**config.mk**
```make
export PLATFORM = sky130hd
export DESIGN_NAME = bus_arb_rr
export DESIGN_NICKNAME = d
export VERILOG_FILES = /design/src/rtl/bus_arb_rr.sv
export SDC_FILE = /design/constraint.sdc
export NUM_CORES = 1
export LEC_CHECK = 0
export CAP_MARGIN = 20
export CORE_AREA = 2 2 198 200
export DETAILED_ROUTE_END_ITERATION = 10
export DIE_AREA = 0 0 200 202
export GPL_TIMING_DRIVEN = 0
export PLACE_DENSITY_LB_ADDON = 0.25
export REMOVE_ABC_BUFFERS = 1
export SLEW_MARGIN = 20
export SYNTH_ARGS = -nofsm -noshare
export SYNTH_HDL_FRONTEND = slang
export SYNTH_SLANG_ARGS = --single-unit
```
**constraint.sdc**
```tcl
create_clock -name clk -period 4.1 [get_ports clk]
set_clock_uncertainty 0.1 [all_clocks]
set_input_delay 1.025 -clock clk [delete_from_list [all_inputs] [get_ports clk]]
set_output_delay 1.025 -clock clk [all_outputs]
set_load 0.005 [all_outputs]
```
**src/rtl/bus_arb_rr.sv**
```systemverilog
// Round-robin arbiter sharing one valid/ready slave bus among NUM_MASTERS requesters,
// with a watchdog that completes stalled transfers using a fixed error word.
module bus_arb_rr #(
    parameter int unsigned NUM_MASTERS  = 4,
    parameter int unsigned TIMEOUT      = 255,
    parameter logic [31:0] TIMEOUT_DATA = 32'hDEAD_BEEF
) (
    input  logic                      clk,
    input  logic                      resetn,
    input  logic [NUM_MASTERS-1:0]    m_valid,
    output logic [NUM_MASTERS-1:0]    m_ready,
    input  logic [NUM_MASTERS*32-1:0] m_addr,
    input  logic [NUM_MASTERS*32-1:0] m_wdata,
    input  logic [NUM_MASTERS*4-1:0]  m_wstrb,
    output logic [NUM_MASTERS*32-1:0] m_rdata,
    output logic                      s_valid,
    input  logic                      s_ready,
    output logic [31:0]               s_addr,
    output logic [31:0]               s_wdata,
    output logic [3:0]                s_wstrb,
    input  logic [31:0]               s_rdata,
    output logic [NUM_MASTERS-1:0]    grant,
    output logic                      timeout_err
);

    localparam int unsigned IW = $clog2(NUM_MASTERS);
    localparam int unsigned CW = (TIMEOUT == 0) ? 1 : $clog2(TIMEOUT + 1);

    typedef enum logic [0:0] {StIdle, StBusy} state_e;

    state_e        state_q, state_d;
    logic [IW-1:0] gidx_q, gidx_d;
    logic [IW-1:0] ptr_q, ptr_d;
    logic [CW-1:0] cnt_q, cnt_d;

    logic          pick_found;
    logic [IW-1:0] pick_idx;
    logic [IW-1:0] gidx_next;
    logic          req_g;
    logic          limit;

    always_ff @(posedge clk or negedge resetn) begin
        if (!resetn) begin
            state_q <= StIdle;
            gidx_q  <= '0;
            ptr_q   <= '0;
            cnt_q   <= '0;
        end else begin
            state_q <= state_d;
            gidx_q  <= gidx_d;
            ptr_q   <= ptr_d;
            cnt_q   <= cnt_d;
        end
    end

    // First requester at or after ptr, wrapping modulo NUM_MASTERS.
    always_comb begin
        pick_found = 1'b0;
        pick_idx   = '0;
        for (int i = 0; i < int'(NUM_MASTERS); i++) begin
            int idx;
            idx = int'(ptr_q) + i;
            if (idx >= int'(NUM_MASTERS)) idx = idx - int'(NUM_MASTERS);
            if (!pick_found && m_valid[IW'(idx)]) begin
                pick_found = 1'b1;
                pick_idx   = IW'(idx);
            end
        end
    end

    assign gidx_next = (gidx_q == IW'(NUM_MASTERS - 1)) ? '0 : gidx_q + 1'b1;
    assign req_g     = m_valid[gidx_q];
    assign limit     = (TIMEOUT != 0) && (cnt_q == CW'(TIMEOUT));

    always_comb begin
        state_d     = state_q;
        gidx_d      = gidx_q;
        ptr_d       = ptr_q;
        cnt_d       = cnt_q;
        s_valid     = 1'b0;
        s_addr      = '0;
        s_wdata     = '0;
        s_wstrb     = '0;
        grant       = '0;
        m_ready     = '0;
        m_rdata     = '0;
        timeout_err = 1'b0;

        unique case (state_q)
            StIdle: begin
                if (pick_found) begin
                    gidx_d  = pick_idx;
                    cnt_d   = '0;
                    state_d = StBusy;
                end
            end
            StBusy: begin
                // s_valid drops at the watchdog limit independent of s_ready, so there is
                // no combinational s_ready -> s_valid path; a late s_ready still completes.
                s_valid        = req_g && !limit;
                s_addr         = m_addr[32*int'(gidx_q) +: 32];
                s_wdata        = m_wdata[32*int'(gidx_q) +: 32];
                s_wstrb        = m_wstrb[4*int'(gidx_q) +: 4];
                grant[gidx_q]  = 1'b1;
                if (!req_g) begin
                    state_d = StIdle;
                    ptr_d   = gidx_next;
                end else if (s_ready) begin
                    m_ready[gidx_q]                 = 1'b1;
                    m_rdata[32*int'(gidx_q) +: 32]  = s_rdata;
                    state_d                         = StIdle;
                    ptr_d                           = gidx_next;
                end else if (limit) begin
                    m_ready[gidx_q]                 = 1'b1;
                    m_rdata[32*int'(gidx_q) +: 32]  = TIMEOUT_DATA;
                    timeout_err                     = 1'b1;
                    state_d                         = StIdle;
                    ptr_d                           = gidx_next;
                end else if (TIMEOUT != 0) begin
                    cnt_d = cnt_q + 1'b1;
                end
            end
            default: state_d = StIdle;
        endcase
    end

endmodule

```
==> flow_summary.yaml, run 1 <==
sta:
  hold_violations: 0
  relSlewSlack_pct: 58.5
  finalCritPeriodShare_pct: 97.9
  worst_pin_slew_ns: 0.620
  hold_ws_ns: 0.410
  final_max_slew_viol_count: 0
  post-route-min-period_ns: 4.02
  finalSetupViolations: 0
  setup-tns-final_ns: 0
  rsz0062_at_grt: "no"
  max_freq_mhz: 249
layout:
  fillers: 4087
  layout.nets: 1360
  area_growth_syn_to_layout_pct: 145
  instances_no_fill: 1560
  antenna_cells: 0
  drive_above_1_share_pct: 13.8
clocking:
  cts_root_buf: "clkbuf_16"
  cts_tree: "built"
  clock_latency_ns: 0.24
  numCtsBuffers: 3
  cts_max_path_buffers: 2
  clock_sinks: 13
  clk_pin_slew_ns: 0.04
  postCtsHoldBufs: 0
  htree_levels: 1
worst_hold_path:
  whs_path_depth: 1
  hp-start: "cnt_q[0]$_DFFE_PN0P_"
  hold_path_class: "reg -> reg"
  holdPathEnd: "cnt_q[0]$_DFFE_PN0P_"
power:
  internal-power_uw: 2760
  power_uw: 4670
  leakage_uw: 0.00359
  power_switching_uw: 1900
  switching_share_pct: 40.8
  power_frac_clock_pct: 3.9
  seqPwrFrac_pct: 4.8
  vdd.ir_drop.worst_v: 0.000270
  p_per_area_nw_per_um2: 435
  combinationalPowerShare_pct: 91.3
yosys:
  synth_commonest_cells: "108 x nand2_1, 104 x a21oi_1, 101 x and2_1"
  synth_top_cell_by_area: "mux4_2"
  ys_ff_latch: 13
  syn_inst: 542
  synth_warnings: 0
  async_flop_share_pct: 100
  syn-cell-area_um2: 4370
  avgSynthCellArea_um2: 8.06
  synthFlopType: "dfrtp_1"
  synth_edf_count: 0
  synth_top_area_share_pct: 35.6
  yosys.cell_types.count: 43
  ys_seq_area_share_pct: 7.44
  synth.most_common_cell: "nand2_1"
  ys_top_cells_by_area: "mux4_2 36%, and2_1 14%, a21oi_1 12%"
critical_path:
  cp_slowest_cell: "mux4_2"
  worstReg2RegStart: "gidx_q[0]$_DFFE_PN0P_"
  cpLargestDelayFamily: "buffers and inverters"
  path_cells: "clkdlybuf4s15_2, mux4_2, nand3_4, nor2b_4, buf_4, and2_1, clkdlybuf4s50_1"
  critPathLaunchType: "input port"
  ff2ff_path_depth: 5
  path_class: "in -> out"
  critPathArrivalTime_ns: 2.89
  cp-end-kind: "output pin"
  required_ns: 2.97
  r2r_slack_ns: 2.00
  cp_max_fo: 7
  r2r-end: "cnt_q[5]$_DFFE_PN0P_"
  slowest_delay_ns: 0.59
  path_buf_inv: 3
floorplan:
  io_pins: 517
  dieArea_um2: 40400
  dieHeight_um: 202
  die_w_um: 200
  core_area_um2: 38300
  initial_core_util_pct: 11.4
  num_rows: 72
global_route:
  grt_max_degree: 70
  grt_pass1_vias: 6643
  grt_pass1_wl_um: 46000
  groute.usage.overall_pct: 15.4
  antenna_found_initial: 5
  grt_overflow: 0
run:
  max_cap_violations: 0
run_status:
  outcome: "completed"
routing:
  drt_iter0_markers: 338
  drc: 0
  num_vias: 6427
  drt-total-wl_um: 33100
  drt-pass1-iter-count: 5
  wire_per_inst_um: 21.2
  ant_nets: 0
  viasPerCell: 4.12
placement:
  hpwl_um: 25400
  dp_cells: 1532
  portBuffers: 516
  gp_congestion: 0.866
[cells by family after synthesis]
logic type	count (synthesis)	share of synthesized area [%]
simple gates	258	30.9
compound gates	123	15.5
mux	78	37.7
buf+inv	64	6.84
flops	13	7.44
fa+ha+maj	6	1.72
[power by group through the flow]
stage,logic [µW],clock network [µW],registers [µW]
after global routing,4570,194,230
after CTS,4290,189,224
after detailed placement,3910,0,318
after global placement,3550,0,671
final,4260,183,224
after floorplan,1580,0,464
[flip-flops by register name, indices dropped and copies added (netlist names)]
register,flops
cnt_q,8
gidx_q,2
ptr_q,2
state_q,1
[placed cells by master, fill, tap and decap left out, types with 2 or more instances in the layout]
cell / instances
a21o_1: 3
a21oi_1: 104
and2_1: 101
buf_12: 4
buf_16: 5
buf_4: 11
buf_6: 3
buf_8: 2
clkbuf_16: 3
clkbuf_2: 3
clkdlybuf4s50_1: 510
dfrtp_1: 10
dfrtp_4: 3
ha_1: 4
inv_1: 8
mux2_2: 2
mux2i_1: 5
mux2i_2: 2
mux4_2: 69
nand2_1: 108
nand2b_1: 3
nand3_1: 3
nand3b_1: 3
nor2_1: 13
nor2b_4: 3
nor3_1: 3
nor3_4: 6
nor4_1: 2
o21ai_0: 4
o21bai_2: 2
o21bai_4: 12
[area by class of cell]
type / instances / area [µm²] / area share, %
tap: 518 / 648 / 6.05
multi-input combinational: 476 / 4110 / 38.4
inverter: 9 / 37.5 / 0.350
clock buffer: 4 / 78.8 / 0.735
timing repair buffer: 540 / 5500 / 51.4
sequential: 13 / 337 / 3.14
[stage by stage]
step	worst slack (ns)	util, %	cell area (µm²)
finish	0.0844	28.0	10700
global route	0.000921	28.0	10700
CTS	0.000638	27.8	10600
detailed placement	-0.776	26.6	10200
global placement	-7.74	25.9	9920
floorplan	-3.32	-	4110
[what timing repair did]
action	in CTS	in global routing
pin swaps	6	7
buffers inserted	10	4
cloned	11	0
gates resized for setup	43	10
setup endpoints to repair	134	92
[layer usage]
layer  global-route usage (%)  up-vias  wire length, µm
li1                         -     2995                -
met1                     18.8     3108            13000
met2                     28.1      283            16700
met3                     3.24       33             2750
met4                     2.38        8              529
met5                        0        -               50
[how the worst max path moves through the flow]
stage	startpoint	to	slack, ns	depth (start not counted)
after detailed placement	gidx_q[0]$_DFFE_PN0P_	m_rdata[54]	-0.78	8
after global placement	gidx_q[0]$_DFFE_PN0P_	m_rdata[120]	-7.74	7
after floorplan	gidx_q[0]$_DFFE_PN0P_	m_rdata[100]	-3.32	6
after global routing	gidx_q[0]$_DFFE_PN0P_	s_wdata[7]	0.0009	6
final	m_valid[0]	m_rdata[81]	0.08	7
after CTS	gidx_q[0]$_DFFE_PN0P_	m_rdata[17]	0.0006	7
[worst reg2reg max path, stage by stage (launching register included)]
cell,delay (ns)
dfrtp_4,0.49
buf_8,0.19
nand2b_1,0.24
o22a_2,0.38
nor4_1,0.40
mux2i_1,0.22
No activity file was read; power rests on OpenSTA's default activity.
==> inputs of run 2 (changes only) <==
Settings changed: CAP_MARGIN 20 to not set, CORE_AREA 2 2 198 200 to 2 2 203 205, DIE_AREA 0 0 200 202 to 0 0 205 207.
Clock period 4.1 ns to 5.2 ns, I/O delays scaled along.
==> run 2 against run 1 <==
Via count shrank 3.7%. Count of clock-buffer cells in the layout did not move. Largest cell class unchanged. Sequential power is essentially flat. First-iteration DRC count increased by 7.1%. Clock power decreased by 21%.
==> flow_summary.yaml, run 2 (synthesis gave the netlist of run 1 again) <==
clocking:
  postCtsHoldBufs: 0
  htree_levels: 1
  cts_root_buf: "clkbuf_16"
  clock_latency_ns: 0.24
  cts_max_path_buffers: 2
  clk_pin_slew_ns: 0.04
  cts_tree: "built"
  clock_sinks: 13
  numCtsBuffers: 3
global_route:
  groute.usage.overall_pct: 13.5
  grt_max_degree: 69
  antenna_found_initial: 2
  grt_pass1_wl_um: 43500
  grt_overflow: 0
  grt_pass1_vias: 6403
floorplan:
  die_w_um: 205
  dieHeight_um: 207
  num_rows: 74
  dieArea_um2: 42400
  io_pins: 517
  core_area_um2: 40400
  initial_core_util_pct: 10.8
placement:
  place_area_um2: 10200
  portBuffers: 516
  gp_congestion: 0.904
  hpwl_um: 24700
  dp_cells: 1547
layout:
  largest_reg_flops: 8
  reg.largest.list: "cnt_q: 8 flops, gidx_q: 2 flops, ptr_q: 2 flops"
  layout_common_cells: "515 x clkdlybuf4s50_1, 108 x nand2_1, 104 x a21oi_1, 101 x and2_1, 69 x mux4_2"
  multi_input_area_um2: 3860
  seqCellArea_um2: 337
  layout_commonest_cell: "clkdlybuf4s50_1"
  area_growth_syn_to_layout_pct: 138
  stdcell_area_um2: 10400
  layout.nets: 1341
  instances_no_fill: 1558
  drive_above_1_share_pct: 10.8
  fillers: 4348
  top_register: "cnt_q"
routing:
  drt_iter0_markers: 362
  ant_nets: 0
  viasPerCell: 3.97
  num_vias: 6187
  wire_per_inst_um: 19.9
  drt-total-wl_um: 31000
  drt-pass1-iter-count: 4
  drc: 0
critical_path:
  path_common_cell: "clkdlybuf4s50_1"
  path_class: "in -> out"
  slowest_delay_ns: 0.59
  path_cells: "clkdlybuf4s50_1, mux4_2, nand3_1, nor2b_2, and2_1, clkdlybuf4s50_1"
  r2r_slack_ns: 3.05
  required_ns: 3.80
  worstReg2RegStart: "gidx_q[1]$_DFFE_PN0P_"
  r2r-end: "cnt_q[6]$_DFFE_PN0P_"
  cp-end-kind: "output pin"
  critPathArrivalTime_ns: 3.70
  cp_slowest_cell: "clkdlybuf4s50_1"
  critPathLaunchType: "input port"
  cp_max_fo: 8
  ff2ff_path_depth: 4
run_status:
  outcome: "completed"
sta:
  hold_violations: 0
  rsz0062_at_grt: "yes"
  worst_pin_slew_ns: 0.841
  hold_ws_ns: 0.406
  max_freq_mhz: 196
  finalCritPeriodShare_pct: 98.1
  relSlewSlack_pct: 43.9
  final_max_slew_viol_count: 0
  post-route-min-period_ns: 5.10
  finalSetupViolations: 0
run:
  max_cap_violations: 0
power:
  internal-power_uw: 2060
  seqPwrFrac_pct: 6.5
  power_switching_uw: 1370
  switching_share_pct: 40.0
  p_per_area_nw_per_um2: 331
  leakage_uw: 0.00344
  power_frac_clock_pct: 4.2
  combinationalPowerShare_pct: 89.3
  vdd.ir_drop.worst_v: 0.000164
worst_hold_path:
  holdPathEnd: "cnt_q[0]$_DFFE_PN0P_"
  whs_path_depth: 1
  hold_path_class: "reg -> reg"
  hp-start: "cnt_q[0]$_DFFE_PN0P_"
## run 2: changes by cell type in the layout (fill, tap and decap cells not counted), moves of 4 or more
cell / delta
clkdlybuf4s50_1: +5
nor3_1: +4
nor3_4: -4
o21bai_4: -8
buf_4: -8
buf_12: -4
## run 2: final cells by class
class                   instances  area share, %
inverters                       9          0.325
diodes                          3         0.0722
clock buffers                   4          0.758
flip-flops and latches         13           3.24
multi-input cells             468           37.1
repair buffers                529           52.1
well taps                     532           6.40
## run 2: worst max-delay path by stage
stage / startpoint / end / slack, ns / cells after the start
after detailed placement: m_valid[0] / m_rdata[54] / -0.11 / 6
after CTS: m_valid[0] / m_rdata[54] / 0.08 / 6
after global routing: m_valid[0] / m_rdata[54] / -0.06 / 6
final: m_valid[0] / m_rdata[4] / 0.1 / 6
after global placement: gidx_q[0]$_DFFE_PN0P_ / m_rdata[125] / -7.09 / 7
after floorplan: gidx_q[0]$_DFFE_PN0P_ / m_rdata[100] / -2.50 / 6
## run 2: through the flow
stage	total power (µW)	utilization, %	setup TNS, ns	worst slack (ns)
final	3440	25.7	0	0.0985
after global routing	3690	25.7	-0.423	-0.0557
after CTS	3470	25.6	0	0.0830
after detailed placement	3270	25.3	-1.63	-0.107
after global placement	3280	24.6	-744.92	-7.09
after floorplan	1610	-	-193.21	-2.50
## run 2: metal layers
metal	GRT usage [%]	vias to the layer above	wire length [µm]
met5	0	-	0
met4	1.84	0	317
met3	2.52	19	2200
met2	25.4	232	16000
met1	16.1	2997	12500
li1	-	2939	-
## run 2: power by group through the flow
stage | registers (µW) | clock network, µW | logic [µW]
2_1_floorplan | 366 | 0 | 1250
3_3_place_gp | 526 | 0 | 2750
3_5_place_dp | 249 | 0 | 3020
4_1_cts | 231 | 149 | 3090
5_1_grt | 237 | 153 | 3300
6_report | 224 | 144 | 3070
## run 2: repair_timing
item	in CTS	in global routing
setup endpoints to repair	33	20
cloned	1	2
gates resized for setup	5	2
setup buffers	1	0
## run 2: critical path: cells and delay by family
family	cells	cell delay [ns]
buffers and inverters	2	1.10
AND/OR/NAND/NOR	3	0.94
multiplexers	1	0.35
